<file path="src/rtl/if_fetch.sv">
// Instruction fetch stage: single-outstanding-request memory port feeding a
// 2-entry {pc,inst} buffer, with branch redirect that waits out an in-flight request.
module if_fetch #(
   parameter logic [31:0] RESET_PC = 32'h0000_0000
) (
   input  logic        clk,
   input  logic        rst,
   input  logic        stall_i,
   input  logic        branch_flag_i,
   input  logic [31:0] branch_target_i,
   output logic        imem_req_o,
   output logic [31:0] imem_addr_o,
   input  logic        imem_ack_i,
   input  logic [31:0] imem_rdata_i,
   output logic [31:0] if_pc,
   output logic [31:0] if_inst,
   output logic        if_valid
);

   typedef enum logic {
      ST_RUN,
      ST_DRAIN
   } state_e;

   state_e      state_q, state_d;
   logic [31:0] fpc_q, fpc_d;
   logic [31:0] pend_pc_q, pend_pc_d;
   logic [1:0]  count_q, count_d;
   logic        rd_ptr_q, rd_ptr_d;
   logic [31:0] pc_mem_q   [2];
   logic [31:0] inst_mem_q [2];

   logic        req;
   logic        ack_ok;
   logic        head_valid;
   logic        push;
   logic        pop;
   logic        flush;
   logic        wr_idx;
   logic [31:0] target;

   always_comb begin
      state_d   = state_q;
      fpc_d     = fpc_q;
      pend_pc_d = pend_pc_q;
      count_d   = count_q;
      rd_ptr_d  = rd_ptr_q;
      push      = 1'b0;
      pop       = 1'b0;
      flush     = 1'b0;

      head_valid = (count_q != 2'd0);
      target     = branch_target_i & 32'hFFFF_FFFC;
      wr_idx     = rd_ptr_q ^ count_q[0];
      req        = (state_q == ST_DRAIN) ? 1'b1 : (count_q != 2'd2);
      ack_ok     = req & imem_ack_i;

      unique case (state_q)
         ST_RUN: begin
            if (branch_flag_i) begin
               flush = 1'b1;
               // An unanswered request must keep its address, so park the target.
               if (req && !imem_ack_i) begin
                  pend_pc_d = target;
                  state_d   = ST_DRAIN;
               end else begin
                  fpc_d = target;
               end
            end else begin
               if (ack_ok) begin
                  push  = 1'b1;
                  fpc_d = fpc_q + 32'd4;
               end
               if (head_valid && !stall_i) begin
                  pop = 1'b1;
               end
            end
         end
         ST_DRAIN: begin
            if (branch_flag_i) begin
               flush     = 1'b1;
               pend_pc_d = target;
            end
            if (ack_ok) begin
               state_d = ST_RUN;
               fpc_d   = branch_flag_i ? target : pend_pc_q;
            end
         end
         default: state_d = ST_RUN;
      endcase

      if (flush) begin
         count_d  = 2'd0;
         rd_ptr_d = 1'b0;
      end else begin
         unique case ({push, pop})
            2'b10:   count_d = count_q + 2'd1;
            2'b01: begin
               count_d  = count_q - 2'd1;
               rd_ptr_d = ~rd_ptr_q;
            end
            2'b11:   rd_ptr_d = ~rd_ptr_q;
            default: ;
         endcase
      end
   end

   always_ff @(posedge clk) begin
      if (!rst) begin
         state_q   <= ST_RUN;
         fpc_q     <= RESET_PC & 32'hFFFF_FFFC;
         pend_pc_q <= '0;
         count_q   <= 2'd0;
         rd_ptr_q  <= 1'b0;
      end else begin
         state_q   <= state_d;
         fpc_q     <= fpc_d;
         pend_pc_q <= pend_pc_d;
         count_q   <= count_d;
         rd_ptr_q  <= rd_ptr_d;
         if (push) begin
            pc_mem_q[wr_idx]   <= fpc_q;
            inst_mem_q[wr_idx] <= imem_rdata_i;
         end
      end
   end

   always_comb begin
      imem_req_o  = rst & req;
      imem_addr_o = fpc_q;
      if_valid    = rst & head_valid;
      if_pc       = if_valid ? pc_mem_q[rd_ptr_q]   : '0;
      if_inst     = if_valid ? inst_mem_q[rd_ptr_q] : '0;
   end

endmodule

</file>
<file path="config.mk">
export PLATFORM = sky130hd
export DESIGN_NAME = if_fetch
export DESIGN_NICKNAME = d
export VERILOG_FILES = /design/src/rtl/if_fetch.sv
export SDC_FILE = /design/constraint.sdc
export NUM_CORES = 1
export LEC_CHECK = 0
export ABC_AREA = 1
export ABC_CLOCK_PERIOD_IN_PS = 3750
export BUFFER_PORTS_ARGS = -buffer_cell sky130_fd_sc_hd__buf_2
export CAP_MARGIN = 10
export CORE_MARGIN = 1
export CORE_UTILIZATION = 30
export CTS_CLUSTER_DIAMETER = 50
export CTS_CLUSTER_SIZE = 30
export DETAILED_ROUTE_END_ITERATION = 16
export PLACE_DENSITY = 0.51
export SETUP_SLACK_MARGIN = 0.4
export SYNTH_ARGS = -nofsm -noshare
export SYNTH_HDL_FRONTEND = slang
export SYNTH_SLANG_ARGS = --single-unit
</file>
<file path="constraint.sdc">
create_clock -name clk -period 3.75 [get_ports clk]
set_input_delay 0.1875 -clock clk [delete_from_list [all_inputs] [get_ports clk]]
set_output_delay 0.1875 -clock clk [all_outputs]
set_load 0.02 [all_outputs]
</file>
==> flow_metrics.tcl <==
set metrics [dict create \
    status "finished, final reports clean" \
    power_leakage_nw 4.79 \
    drv_cap 0 \
    io_buffer_count 164 \
    drcViolationCount 0 \
    max-slew-margin-rel_pct 37.9 \
    wl_met1_um 11600 \
    rsz0062_at_grt "false" \
    pre_cts_ws_ns 0.972 \
    fin_total_pwr_w 0.00479 \
    ys_types 45 \
    fillCellCount 3014 \
    cpMostUsedCell "nor2_4" \
    cp_max_fo 24 \
    dieArea_um2 31000 \
    rows 63 \
    antenna_found_initial 0 \
    tns_ns 0 \
    required_ns 3.88 \
    cts_sinks 197 \
    drt-total-wl_um 22600 \
    skew_ns 0.0135 \
    cp-start-kind "flip-flop" \
    core_um2 29700 \
    cts_tree "yes" \
    async_flop_share_pct 0 \
    routed.top_layer "met4" \
    grt_util_all_layers_pct 14.9 \
    syn_area_um2 9090 \
    max_stage_delay_ns 0.63 \
    timing.final.crit_period_ns 2.55 \
    synth_nets 981 \
    yosysWarnings 0 \
    synth-edff-count 128 \
    final_cell_mix "nand2_1, buf_2, edfxtp_1, inv_1, dfxtp_1" \
    first_pass_iters 5 \
    htreeDepth 4 \
    overflow 0 \
    synth_top_flop_cell "edfxtp_1" \
    wl_met2_um 9690 \
    numCtsBuffers 17 \
    hold_viol_final 0 \
    n_antenna_cell 0 \
    cts_root_buf "clkbuf_16" \
    drive_gt1_share_pct 28.6 \
    clock_path_buffers 2 \
    critPathTopFamily "simple AND/OR/NAND/NOR gates" \
    power_density_nw_per_um2 427 \
    finish.net_count 1162 \
    cp_num_buf_inv 1 \
    dr_total_vias 6782 \
    wl_per_cell_um 15.2 \
    die_h_um 176 \
    fmax_ghz 0.392 \
    clk_latency_ns 0.43 \
    ys_seq_elements 197 \
    layout_commonest_cell "nand2_1" \
    final_cells 1494 \
    multi_input_area_um2 3140 \
    syn_area_per_cell_um2 9.99 \
    grt_pass1_wl_um 35300 \
    register_area_um2 5230 \
    worst_pin_slew_ns 0.932 \
    endpoint_kind "flip-flop" \
    setup_slack_ns 1.20 \
    gp_congestion 0.758 \
    dieWidth_um 176 \
    syn_inst 910 \
    critical-path-slowest-cell "nor2_4" \
    post_cts_buffers 0 \
    antenna_left 0 \
    grt_pass1_vias 6278 \
    slew_viol_final 0 \
    io_pins 167 \
    start_util_pct 30.6 \
    drtIter0Drc 362 \
    hold_path.class "input pin to flip-flop" \
    crit_arrival_ns 2.68 \
    grt_max_degree 66 \
    wl_met3_um 1150 \
    setup_violations 0 \
    place_inst 1430 \
    worstPathCellList "nor2_4 -> nand3_1 -> nor2_4 -> buf_12" \
    final.period_utilization_pct 68.0 \
    clk_pin_slew_ns 0.08 \
    syn_to_final_growth_pct 23.2 \
    irDropWorstVdd_uv 255 \
    hpwl_um 15200 \
    critical_path_class "flip-flop to flip-flop" \
    ys_seq_area_share_pct 57.5 \
    via_per_inst 4.54 \
]
[synth_stat cells, types with 3 or more instances]
cell type | count | area (um2)
nand2_4 | 3 | 33.8
o21bai_1 | 3 | 22.5
inv_1 | 120 | 450
mux2_2 | 64 | 721
a21oi_1 | 49 | 245
xnor2_1 | 3 | 26.3
nor2_1 | 67 | 251
nand3_1 | 40 | 200
nand2_1 | 177 | 664
a211oi_1 | 3 | 22.5
o21ai_0 | 59 | 295
nor2_4 | 5 | 56.3
dfxtp_1 | 69 | 1380
nor2_2 | 3 | 18.8
buf_6 | 3 | 33.8
a211oi_2 | 8 | 100
buf_2 | 22 | 110
or2_2 | 6 | 37.5
clkbuf_1 | 9 | 33.8
edfxtp_1 | 128 | 3840
buf_1 | 4 | 15.0
inv_2 | 6 | 22.5
a31oi_1 | 17 | 106
a22o_1 | 6 | 52.6
nor3_1 | 6 | 30.0
[worst min-delay path, cell delays in order]
cell,delay [ns]
buf_2,0.09
o21ai_0,0.07
nor2_1,0.08
[area by class of cell]
cell class | instances | share of cell area (%)
Clock inverter | 14 | 1.45
Timing Repair Buffer | 205 | 11.2
Sequential cell | 197 | 46.7
Multi-Input combinational cell | 542 | 28.0
Clock buffer | 18 | 3.83
Inverter | 128 | 4.42
Tap cell | 390 | 4.36
[sequential cells by signal (all words and copies together), names as in the netlist, named ones only]
register,cells
count_q,2
imem_addr_o,32
inst_mem_q,64
pc_mem_q,64
pend_pc_q,32
rd_ptr_q,1
state_q,1
[power breakdown]
| group | leakage (nW) | internal [W] | switching [W] |
|---|---|---|---|
| Clock | 0.282 | 0.00100 | 0.000854 |
| Combinational | 2.78 | 0.000174 | 0.000278 |
| Sequential | 1.73 | 0.00239 | 0.0000830 |
| Total | 4.79 | 0.00357 | 0.00121 |
[path summary, 6_finish.rpt]
path	slack (ns)	endpoint	depth (start not counted)	start
worst max-delay path	1.20	pc_mem_q[1][26]$_DFFE_PP_	4	state_q$_SDFF_PN0_
worst min register to register	0.45	pend_pc_q[15]$_SDFFE_PN0P_	2	pend_pc_q[15]$_SDFFE_PN0P_
worst max register to register	1.20	pc_mem_q[1][26]$_DFFE_PP_	4	state_q$_SDFF_PN0_
worst min-delay path	0.02	pend_pc_q[3]$_SDFFE_PN0P_	3	branch_target_i[3]
[metrics by stage]
stage / utilization, % / hold WS [ns] / instance area, um2
2_1_floorplan: - / 0.286 / 9090
6_report: 37.7 / 0.0210 / 11200
4_1_cts: 37.7 / 0.00836 / 11200
5_1_grt: 37.7 / 0.0188 / 11200
3_5_place_dp: 34.6 / 0.380 / 10300
3_3_place_gp: 34.6 / 0.376 / 10300
[routing by layer]
| layer | track usage [%] | vias up |
|---|---|---|
| met5 | 0 | - |
| met4 | 3.70 | 0 |
| met3 | 2.45 | 11 |
| met2 | 22.2 | 196 |
| met1 | 22.2 | 3166 |
| li1 | - | 3409 |
[kinds of logic after synthesis]
| logic type | after synthesis | synth area share (%) |
|---|---|---|
| flip-flops | 197 | 57.5 |
| buffers and inverters | 171 | 8.23 |
| AO/OA/AOI/OAI | 159 | 10.6 |
| multiplexers | 64 | 7.93 |
| AND/OR/NAND/NOR | 313 | 15.1 |
| XOR/XNOR | 4 | 0.386 |
| adder cells (fa/ha/maj) | 2 | 0.275 |
[repair_timing]
action                                  4_1_cts  5_1_grt
endpoints found under the setup margin        0        0
resized for setup                             0        0
endpoints found under the hold margin        64        0
hold buffers                                 32        0
(Power assumes the default switching activity.)
